## src/rtl/softmax_normalizer.sv

```systemverilog
// Softmax normalizer: buffers a group of exponent approximations, reports their sum,
// then scales each element by an externally supplied reciprocal (m * 2^-k) with rounding.
module softmax_normalizer #(
    parameter int MANT_WIDTH = 8,
    parameter int DEPTH      = 4
) (
    input  logic                                  clk,
    input  logic                                  rst_n,
    input  logic                                  in_valid,
    input  logic [MANT_WIDTH-1:0]                 in_data,
    output logic                                  in_ready,
    output logic [MANT_WIDTH+$clog2(DEPTH)-1:0]   sum_out,
    output logic                                  sum_valid,
    input  logic                                  recip_valid,
    input  logic [MANT_WIDTH-1:0]                 recip_mant,
    input  logic [2:0]                            recip_shift,
    output logic                                  out_valid,
    output logic [MANT_WIDTH-1:0]                 out_data,
    output logic                                  out_last,
    input  logic                                  out_ready
);

    localparam int IDX_W  = $clog2(DEPTH);
    localparam int SUM_W  = MANT_WIDTH + IDX_W;
    localparam int PROD_W = 2 * MANT_WIDTH + 1;

    typedef enum logic [1:0] {
        FILL,
        WAIT_RECIP,
        EMIT
    } state_t;

    state_t                state;
    state_t                state_next;
    logic [IDX_W-1:0]      idx;
    logic [SUM_W-1:0]      sum;
    logic [MANT_WIDTH-1:0] buffer [DEPTH];
    logic [MANT_WIDTH-1:0] m_q;
    logic [2:0]            k_q;
    logic                  accept;
    logic                  last_in;
    logic                  recip_take;
    logic                  out_take;

    // Round half-up on the k discarded bits, then clamp to the output range.
    function automatic logic [MANT_WIDTH-1:0] scale(
        input logic [MANT_WIDTH-1:0] e,
        input logic [MANT_WIDTH-1:0] m,
        input logic [2:0]            k
    );
        logic [PROD_W-1:0] p;
        logic [PROD_W-1:0] r;
        p = PROD_W'(e) * PROD_W'(m);
        if (k != 3'd0) begin
            p = p + (PROD_W'(1) << (k - 3'd1));
        end
        r = p >> k;
        if (r > PROD_W'({MANT_WIDTH{1'b1}})) begin
            return '1;
        end
        return r[MANT_WIDTH-1:0];
    endfunction

    always_ff @(posedge clk or negedge rst_n) begin
        if (!rst_n) begin
            state <= FILL;
        end else begin
            state <= state_next;
        end
    end

    always_comb begin
        state_next = state;
        in_ready   = 1'b0;
        accept     = 1'b0;
        last_in    = 1'b0;
        recip_take = 1'b0;
        out_take   = 1'b0;
        case (state)
            FILL: begin
                in_ready = 1'b1;
                accept   = in_valid;
                last_in  = in_valid && (idx == IDX_W'(DEPTH - 1));
                if (last_in) begin
                    state_next = WAIT_RECIP;
                end
            end
            WAIT_RECIP: begin
                recip_take = recip_valid;
                if (recip_valid) begin
                    state_next = EMIT;
                end
            end
            EMIT: begin
                out_take = out_valid && out_ready;
                if (out_take && out_last) begin
                    state_next = FILL;
                end
            end
            default: state_next = FILL;
        endcase
    end

    always_ff @(posedge clk) begin
        if (accept) begin
            buffer[idx] <= in_data;
        end
    end

    // idx counts accepted elements in FILL and names the next element to present in EMIT.
    always_ff @(posedge clk or negedge rst_n) begin
        if (!rst_n) begin
            idx       <= '0;
            sum       <= '0;
            sum_out   <= '0;
            sum_valid <= 1'b0;
            m_q       <= '0;
            k_q       <= '0;
            out_valid <= 1'b0;
            out_data  <= '0;
            out_last  <= 1'b0;
        end else begin
            sum_valid <= 1'b0;
            if (accept) begin
                sum <= sum + SUM_W'(in_data);
                idx <= idx + IDX_W'(1);
                if (last_in) begin
                    sum_out   <= sum + SUM_W'(in_data);
                    sum_valid <= 1'b1;
                end
            end
            if (recip_take) begin
                m_q       <= recip_mant;
                k_q       <= recip_shift;
                out_data  <= scale(buffer[0], recip_mant, recip_shift);
                out_valid <= 1'b1;
                out_last  <= 1'b0;
                idx       <= IDX_W'(1);
            end
            if (out_take) begin
                if (out_last) begin
                    out_valid <= 1'b0;
                    out_last  <= 1'b0;
                    idx       <= '0;
                    sum       <= '0;
                end else begin
                    out_data <= scale(buffer[idx], m_q, k_q);
                    out_last <= (idx == IDX_W'(DEPTH - 1));
                    idx      <= idx + IDX_W'(1);
                end
            end
        end
    end

endmodule

```

## config.mk

```make
export PLATFORM = sky130hd
export DESIGN_NAME = softmax_normalizer
export DESIGN_NICKNAME = d
export VERILOG_FILES = /design/src/rtl/softmax_normalizer.sv
export SDC_FILE = /design/constraint.sdc
export NUM_CORES = 1
export LEC_CHECK = 0
export ABC_AREA = 1
export CAP_MARGIN = 40
export CORE_AREA = 2 2 127 129
export DETAILED_ROUTE_END_ITERATION = 16
export DIE_AREA = 0 0 129 131
export GPL_ROUTABILITY_DRIVEN = 0
export PLACE_DENSITY = 0.86
export RECOVER_POWER = 50
export SETUP_SLACK_MARGIN = 0.4
export SLEW_MARGIN = 40
export SYNTH_ARGS = -nofsm -noshare
export SYNTH_HDL_FRONTEND = slang
export SYNTH_SLANG_ARGS = --single-unit
```

## constraint.sdc

```tcl
create_clock -name clk -period 12.6 [get_ports clk]
set_input_delay 2.52 -clock clk [delete_from_list [all_inputs] [get_ports clk]]
set_output_delay 2.52 -clock clk [all_outputs]
set_load 0.02 [all_outputs]
```

==> flow_metrics.tcl <==
set metrics [dict create \
    vias 9611 \
    synth_nets 1687 \
    clk_path_buf_depth 2 \
    rsz0062_at_grt "no" \
    cts_buffers 9 \
    cp_slowest_cell "clkdlybuf4s50_1" \
    ctsHoldBuffers 0 \
    ant_nets 0 \
    gr-total-overflow 0 \
    worst-endpoint-required_ns 12.81 \
    min_path_type "reg -> reg" \
    rr_startpoint "idx[0]" \
    drv_slew 47 \
    antenna_cells 0 \
    track_usage_pct 31.47 \
    post-place-ws_ns 4.306 \
    htreeDepth 3 \
    drtIter0Drc 865 \
    portBuffers 45 \
    setup_ws_ns 4.569 \
    grt_max_degree 47 \
    cap_violations 1 \
    setup_tns_ns 0 \
    crit_fanout 9 \
    clk_latency_ns 0.34 \
    drt-total-wl_um 25440 \
    fp.dieW_um 129 \
    critPathMostFrequentCell "nand2_1" \
    layout_common_cells "467 x nand2_1, 258 x inv_1, 131 x nand3_1" \
    syn2layout_area_growth_pct 8.079 \
    critPathLaunch "recip_mant[4]" \
    synth-seq-area-share_pct 20.45 \
    tritoncts "done" \
    vias_per_cell 5.581 \
    min_from "sum_out[9]" \
    ys_warn_count 0 \
    worst_pin_slew_ns 2.549 \
    dieArea_sq_mm 0.01690 \
    cp-end-kind "flip-flop" \
    drive_gt1_share_pct 4.382 \
    violations "capacitance limit, slew limit" \
    crit_type "in -> reg" \
    ys_ff_latch 78 \
    max_freq_mhz 124.5 \
    r2r_cells 33 \
    pin_count 46 \
    fin_hold_ws_ns 0.4951 \
    busiest_layer "met2" \
    period_needed_ns 8.031 \
    post_cts_buffers 0 \
    status "finished, violations left" \
    core_area_sq_mm 0.01560 \
    grt_pass1_vias 9146 \
    finalHoldViolCount 0 \
    path_clk_slew_ns 0.06 \
    grt_pass1_wl_um 42550 \
    setup_violations 0 \
    crit_arrival_ns 8.25 \
    cts.repair.resized 0 \
    die_h_um 131 \
    cts_sinks 78 \
    drc 0 \
    clock-skew-final_ns 0.008061 \
    start_util_pct 66.23 \
    std_cell_rows 46 \
    first_pass_iters 7 \
    met1_usage_pct 41.91 \
    cpPeakStageDelay_ns 0.66 \
    crit_path_start_kind "primary input" \
    met2_usage_pct 53.31 \
    hpwl_um 20300 \
    syn_inst 1488 \
    antenna_found_initial 0 \
    final_common_cell "nand2_1" \
    avgRoutedWirePerCell_um 14.77 \
    slew_headroom_pct -69.90 \
    synth_cell_types 43 \
    fin_nets 1700 \
    clockRootBuffer "clkbuf_16" \
    min_path_cells 2 \
    fin_crit_sh_pct 63.74 \
    syn_area_sq_mm 0.01033 \
    synth_area_per_cell_sq_um 6.942 \
    grtUsageMet3_pct 3.950 \
]
## final timing paths
| path | end | slack, ns |
|---|---|---|
| max | out_data[7] | 4.57 |
| min | sum_out[9] | 0.50 |
| max reg2reg | out_data[4] | 5.16 |
| min reg2reg | sum_out[9] | 0.50 |
| max in group asynchronous | m_q[0] | 8.18 |
| min in group asynchronous | sum[0] | 2.97 |
## critical path, delay by kind of cell
family | cells | cell delay (ns)
buffers and inverters | 4 | 0.80
XOR/XNOR | 1 | 0.18
AND/OR/NAND/NOR | 14 | 1.46
AO/OA/AOI/OAI | 4 | 0.61
adder cells (fa/ha/maj) | 6 | 2.68
## cells by family after synthesis
kind of cell | Yosys count | share of synthesized area, %
adders and majority gates | 175 | 26.65
AOI/OAI and AO/OA | 135 | 7.558
muxes | 1 | 0.09690
DFF | 78 | 20.45
xor gates and xnor gates | 30 | 2.544
and+or+nand+nor | 754 | 31.12
buffers and inverters | 315 | 11.59
## cells in the mapped netlist
library cell,instances,area (sq um)
edfxtp_1,32,960.9
inv_1,258,968.4
buf_6,1,11.26
xor2_1,21,183.9
o21ai_0,55,275.3
a21o_1,3,22.52
fa_1,75,1501
o221ai_1,1,8.760
nand4_1,10,62.56
a22oi_1,1,7.510
dfrtp_1,46,1151
nand2_4,2,22.52
or2_1,2,12.51
o21bai_1,4,30.03
o21ai_1,2,10.01
and2_1,1,6.260
nand3b_1,2,15.01
a21oi_1,44,220.2
xnor2_1,9,78.83
o211ai_1,13,97.59
nor2_2,6,37.54
ha_1,100,1251
nand3_2,9,90.09
nor3_1,3,15.01
clkbuf_1,33,123.9
a211oi_1,1,7.510
o21ai_2,2,17.52
mux2i_1,1,10.01
a21oi_2,3,26.28
inv_2,6,22.52
a21oi_4,2,32.53
o22ai_1,1,6.260
nor2_4,3,33.78
nor2_1,100,375.4
nand3_1,131,655.6
nand2_1,467,1753
nand3_4,2,35.03
nand2_2,10,62.56
buf_1,3,11.26
a31oi_1,3,18.77
clkinv_1,8,30.03
or2_2,6,37.54
buf_2,6,30.03
## registers in the layout, indices dropped and copies added, names as in the netlist
| register | cells |
|---|---|
| out_valid | 1 |
| sum_valid | 1 |
| sum | 10 |
| idx | 2 |
| out_data | 8 |
| out_last | 1 |
| sum_out | 10 |
| buffer | 32 |
| k_q | 3 |
| state | 2 |
| m_q | 8 |
## area by class of cell
cell class                 count  area [sq um]
multi-input combinational   1095          7020
fill                        1220          4433
sequential                    78          2112
inverter                     272          1021
timing repair buffer          45         444.2
tap                          216         270.3
clock buffer                  10         229.0
clock inverter                 6         67.56
## through the flow
| stage | cell area (sq um) | std cells | utilization [%] |
|---|---|---|---|
| 2_1_floorplan | 10330 | 1488 | - |
| 3_3_place_gp | 10870 | 1706 | 69.69 |
| 3_5_place_dp | 10870 | 1706 | 69.70 |
| 4_1_cts | 11170 | 1722 | 71.60 |
| 5_1_grt | 11160 | 1722 | 71.58 |
| 6_report | 11160 | 1722 | 71.58 |
## metal layers
layer | vias up | part of all wire, %
met4 | 0 | 3.0
met1 | 4496 | 42
met3 | 62 | 6.5
met5 | - | 0
li1 | 4671 | -
met2 | 382 | 48
Power is left out: the tool's default activity adds up to more than one toggle a clock period on the data nets, which glitch-free logic cannot reach.
